<file path="config.mk">
export PLATFORM = sky130hd
export DESIGN_NAME = pattern_counter_stream
export DESIGN_NICKNAME = d
export VERILOG_FILES = /design/src/rtl/pattern_counter_stream.sv
export SDC_FILE = /design/constraint.sdc
export NUM_CORES = 1
export LEC_CHECK = 0
export CORE_ASPECT_RATIO = 1.2
export CORE_UTILIZATION = 59
export DETAILED_ROUTE_END_ITERATION = 7
export PLACE_DENSITY = 0.82
export SYNTH_ARGS = -nofsm -noshare
export SYNTH_HDL_FRONTEND = slang
export SYNTH_SLANG_ARGS = --single-unit
export TNS_END_PERCENT = 100
</file>
<file path="constraint.sdc">
create_clock -name clk -period 5.65 [get_ports clk]
set_input_delay 1.13 -clock clk [delete_from_list [all_inputs] [get_ports clk]]
set_output_delay 1.13 -clock clk [all_outputs]
set_load 0.05 [all_outputs]
</file>
<file path="src/rtl/pattern_counter_stream.sv">
// pattern_counter_stream: counts a programmable pattern in fixed-length
// serial frames and publishes a saturating count once per frame.
module pattern_counter_stream #(
   parameter int FRAME_LEN = 20,
   parameter int PAT_LEN   = 4,
   parameter int CNT_W     = 5
) (
   input  logic               clk,
   input  logic               rst_n,
   input  logic [PAT_LEN-1:0] pattern,
   input  logic               overlap_en,
   input  logic               bit_in,
   input  logic               bit_valid,
   input  logic               frame_clr,
   output logic               hit,
   output logic [CNT_W-1:0]   count,
   output logic               count_valid,
   output logic               busy
);
   localparam int IW = (FRAME_LEN > 2) ? $clog2(FRAME_LEN) : 1;
   localparam int SW = $clog2(PAT_LEN);
   localparam logic [CNT_W-1:0] CMAX = '1;
   localparam logic [IW-1:0] LAST_IDX = IW'(FRAME_LEN - 1);
   localparam logic [IW-1:0] FILL_END = IW'(PAT_LEN - 2);
   localparam logic [SW-1:0] SKIP_LD = SW'(PAT_LEN - 1);

   typedef enum logic [1:0] {IDLE, FILL, SCAN} state_t;
   state_t state, state_nx;

   logic [IW-1:0]      bit_idx;
   logic [CNT_W-1:0]   acc;
   logic [CNT_W-1:0]   acc_inc;
   logic [SW-1:0]      skip;
   logic [PAT_LEN-2:0] sr;
   logic [PAT_LEN-1:0] pat_q;
   logic [PAT_LEN-1:0] window;
   logic               ovl_q;
   logic               accept;
   logic               last;
   logic               counted;

   assign accept  = bit_valid & ~frame_clr;
   assign window  = {sr, bit_in};
   assign last    = (bit_idx == LAST_IDX);
   assign acc_inc = (acc == CMAX) ? acc : acc + 1'b1;

   always_ff @(posedge clk or negedge rst_n) begin
      if (!rst_n) state <= IDLE;
      else        state <= state_nx;
   end

   always_comb begin
      state_nx = state;
      if (frame_clr) begin
         state_nx = IDLE;
      end else if (accept) begin
         unique case (state)
            IDLE:    state_nx = (PAT_LEN == 2) ? SCAN : FILL;
            FILL:    if (bit_idx == FILL_END) state_nx = SCAN;
            SCAN:    if (last) state_nx = IDLE;
            default: state_nx = IDLE;
         endcase
      end
   end

   // Non-overlap mode suppresses matches while skip drains.
   always_comb begin
      busy    = (state != IDLE);
      counted = 1'b0;
      if (accept && state == SCAN && window == pat_q)
         counted = ovl_q || (skip == '0);
   end

   always_ff @(posedge clk or negedge rst_n) begin
      if (!rst_n) begin
         bit_idx     <= '0;
         acc         <= '0;
         skip        <= '0;
         sr          <= '0;
         pat_q       <= '0;
         ovl_q       <= 1'b0;
         hit         <= 1'b0;
         count       <= '0;
         count_valid <= 1'b0;
      end else begin
         hit         <= counted;
         count_valid <= 1'b0;
         if (frame_clr) begin
            bit_idx <= '0;
            acc     <= '0;
            skip    <= '0;
            sr      <= '0;
         end else if (accept) begin
            sr      <= window[PAT_LEN-2:0];
            bit_idx <= bit_idx + 1'b1;
            if (state == IDLE) begin
               pat_q <= pattern;
               ovl_q <= overlap_en;
            end
            if (counted) begin
               acc <= acc_inc;
               if (!ovl_q) skip <= SKIP_LD;
            end else if (state == SCAN && skip != '0) begin
               skip <= skip - 1'b1;
            end
            // Final bit: publish including this bit's match, restart.
            if (state == SCAN && last) begin
               count       <= counted ? acc_inc : acc;
               count_valid <= 1'b1;
               bit_idx     <= '0;
               acc         <= '0;
               skip        <= '0;
               sr          <= '0;
            end
         end
      end
   end
endmodule

</file>
==> qor.csv <==
metric,value,unit
fmax,0.330,GHz
drive_gt1_frac,0.157,
diodes,0,
core,2350,um^2
cts_buffer_depth,2,
stdcell_area,1750,um^2
drtIter0Drc,27,
grt_max_degree,30,
cpPeakStageDelay,0.58,ns
holdBufCountCts,0,
ys_ff_latch,29,
fp.dieH,57.6,um
cts-resized-gates,0,
fin_crit,3.03,ns
syn_to_final_growth,15.5,%
dp_hpwl,2010,um
rsz0062_at_grt,no,
synth_cell_types,43,
dieArea,2780,um^2
synth-edff-count,0,
syn-num-nets,160,
peakVddDrop,0.256,mV
clockRootBuffer,clkbuf_4,
synth_top_area_share,0.478,
final_nets,179,
port_buffers,17,
crit_chain,"clkdlybuf4s50_1, nand2b_2, nor3_2, and2_1, mux2_4, a221o_1",
routed_wl,2790,um
crit_slowest_cell,clkdlybuf4s50_1,
maxSlewViolCount,0,
setup_ws,2.62,ns
grt_pass1_vias,1143,
routedWlPerCell,14.2,um
antenna_found_initial,0,
endpoint_kind,register,
worstHoldPathType,register to register,
dp_slack,2.30,ns
async_reset_ff_frac,1.00,
relSlewSlack,0.444,
yosysTopAreaCell,dfrtp_1,
place_area,1680,um^2
route.vias.total,1122,
firstDrtPassIters,4,
clock_sinks,29,
gp_congestion,0.782,
synth_area,1520,um^2
finalClockSkew,0.00891,ns
status,finished clean,
syn_inst,146,
hold_violations,0,
avgSynthCellArea,10.4,um^2
vias_per_cell,5.70,
start_kind,input pin,
insertion_delay,0.33,ns
maxCapViolCount,0,
layout_worst_path_cycle_share,0.537,
powerDensity,236,nW/um^2
yosys_warnings,0,
post_cts_buffers,0,
final_antenna_net_count,0,
finalSetupTns,0,ns
cts_inserted_buffers,5,
synth-main-ff-cell,dfrtp_1,
finalSetupViolations,0,
leakagePower,0.750,nW
worstMarginPinSlew,0.831,ns
synth_area_leaders,"dfrtp_1, nand2_1, xor2_1",
tritoncts,built,
track_usage,0.238,
grt_pass1_wl,4930,um
timing.critical_path.buf_inv,1,
worstPathArrival,3.25,ns
num_rows,19,
fillers,158,
clk_pin_slew_worst_paths,0.09,ns
worstSetupPathType,input pin to register,
initial_utilization,0.645,
cp_data_required_time,5.87,ns
grt_overflow,0,
drc,0,
io_pins,18,
critPathTopFamily,simple AND/OR/NAND/NOR gates,
critPathMaxFanout,14,
htreeDepth,2,
ys_seq_area_frac,0.478,
fp.dieW,48.3,um
-- worst register-to-register path, cell delays in order (launching register included) --
cell	delay [ns]
dfrtp_1	0.40
inv_1	0.10
ha_1	0.24
nor2_1	0.08
nor3_2	0.22
and2_1	0.49
mux2_4	0.34
a221o_1	0.25
-- power by group --
group	internal, mW	total, mW	switching (mW)	leakage (nW)
clock network	0.0720	0.145	0.0726	0.0413
registers	0.217	0.225	0.00845	0.391
logic	0.0206	0.0441	0.0235	0.318
total	0.309	0.414	0.105	0.750
-- metrics by stage --
stage | cells | util | hold WS, ns | total power, mW
2_1_floorplan | 146 | - | 0.480 | 0.255
3_3_place_gp | 189 | 0.715 | 0.463 | 0.272
3_5_place_dp | 189 | 0.715 | 0.475 | 0.274
4_1_cts | 197 | 0.745 | 0.497 | 0.416
5_1_grt | 197 | 0.745 | 0.536 | 0.431
6_report | 197 | 0.745 | 0.490 | 0.414
-- placed cells by master, fill, tap and decap left out, types with 4 or more instances in the layout --
cell,netlist,layout
dfrtp_1,29,29
nand2_1,17,17
clkdlybuf4s50_1,0,17
o21ai_0,10,10
nor2_1,9,9
a21oi_1,9,9
inv_1,8,8
xor2_1,7,7
nand3_1,5,5
clkbuf_4,0,5
mux2_2,4,4
nor3_1,4,4
ha_1,4,4
-- state kept, by name, indices dropped and copies added (netlist names) --
signal	count
acc	5
bit_idx	5
count	5
pat_q	4
sr	3
skip	2
state	2
count_valid	1
hit	1
ovl_q	1
-- path summary, 6_finish.rpt --
path	from	to	slack [ns]	cells after the start
worst max-delay path	frame_clr	skip[1]	2.62	6
worst min-delay path	count[4]	count[4]	0.49	2
worst max register to register	skip[1]	skip[1]	3.41	7
worst min register to register	count[4]	count[4]	0.49	2
max in group asynchronous	rst_n	bit_idx[3]	4.21	2
min in group asynchronous	rst_n	count[1]	1.17	2
-- kinds of logic after synthesis --
group / Yosys count / share of synthesized area
AND/OR/NAND/NOR: 49 / 0.178
AO/OA/AOI/OAI: 35 / 0.157
flip-flops: 29 / 0.478
buffers and inverters: 14 / 0.0536
multiplexers: 8 / 0.0594
XOR/XNOR: 7 / 0.0404
adder cells (fa/ha/maj): 4 / 0.0330
-- area by class of cell --
class	instances	area, um^2	share of cell area
sequential	29	726	0.414
clock buffer	7	65.1	0.0371
timing repair buffer	18	178	0.101
inverter	8	30.0	0.0171
clock inverter	1	5.00	0.00286
multi-input combinational	103	711	0.405
tap	31	38.8	0.0221
-- cells in the mapped netlist (2+ instances only) --
master,count
dfrtp_1,29
o21ai_0,10
a32o_1,2
xor2_1,7
nor3_1,4
nand2_1,17
a21oi_1,9
a31oi_1,2
inv_1,8
clkbuf_1,2
nor4_1,3
a22o_2,2
nand3_1,5
mux2_2,4
ha_1,4
nor2_1,9
mux2i_1,3
-- metal layers --
| metal | vias to the layer above | wire (um) | global-route usage |
|---|---|---|---|
| li1 | 562 | - | - |
| met1 | 531 | 1260 | 0.284 |
| met2 | 23 | 1370 | 0.394 |
| met3 | 6 | 110 | 0.0800 |
| met4 | 0 | 48 | 0.101 |
| met5 | - | 0 | 0 |
No activity file was read; power rests on OpenSTA's default activity.
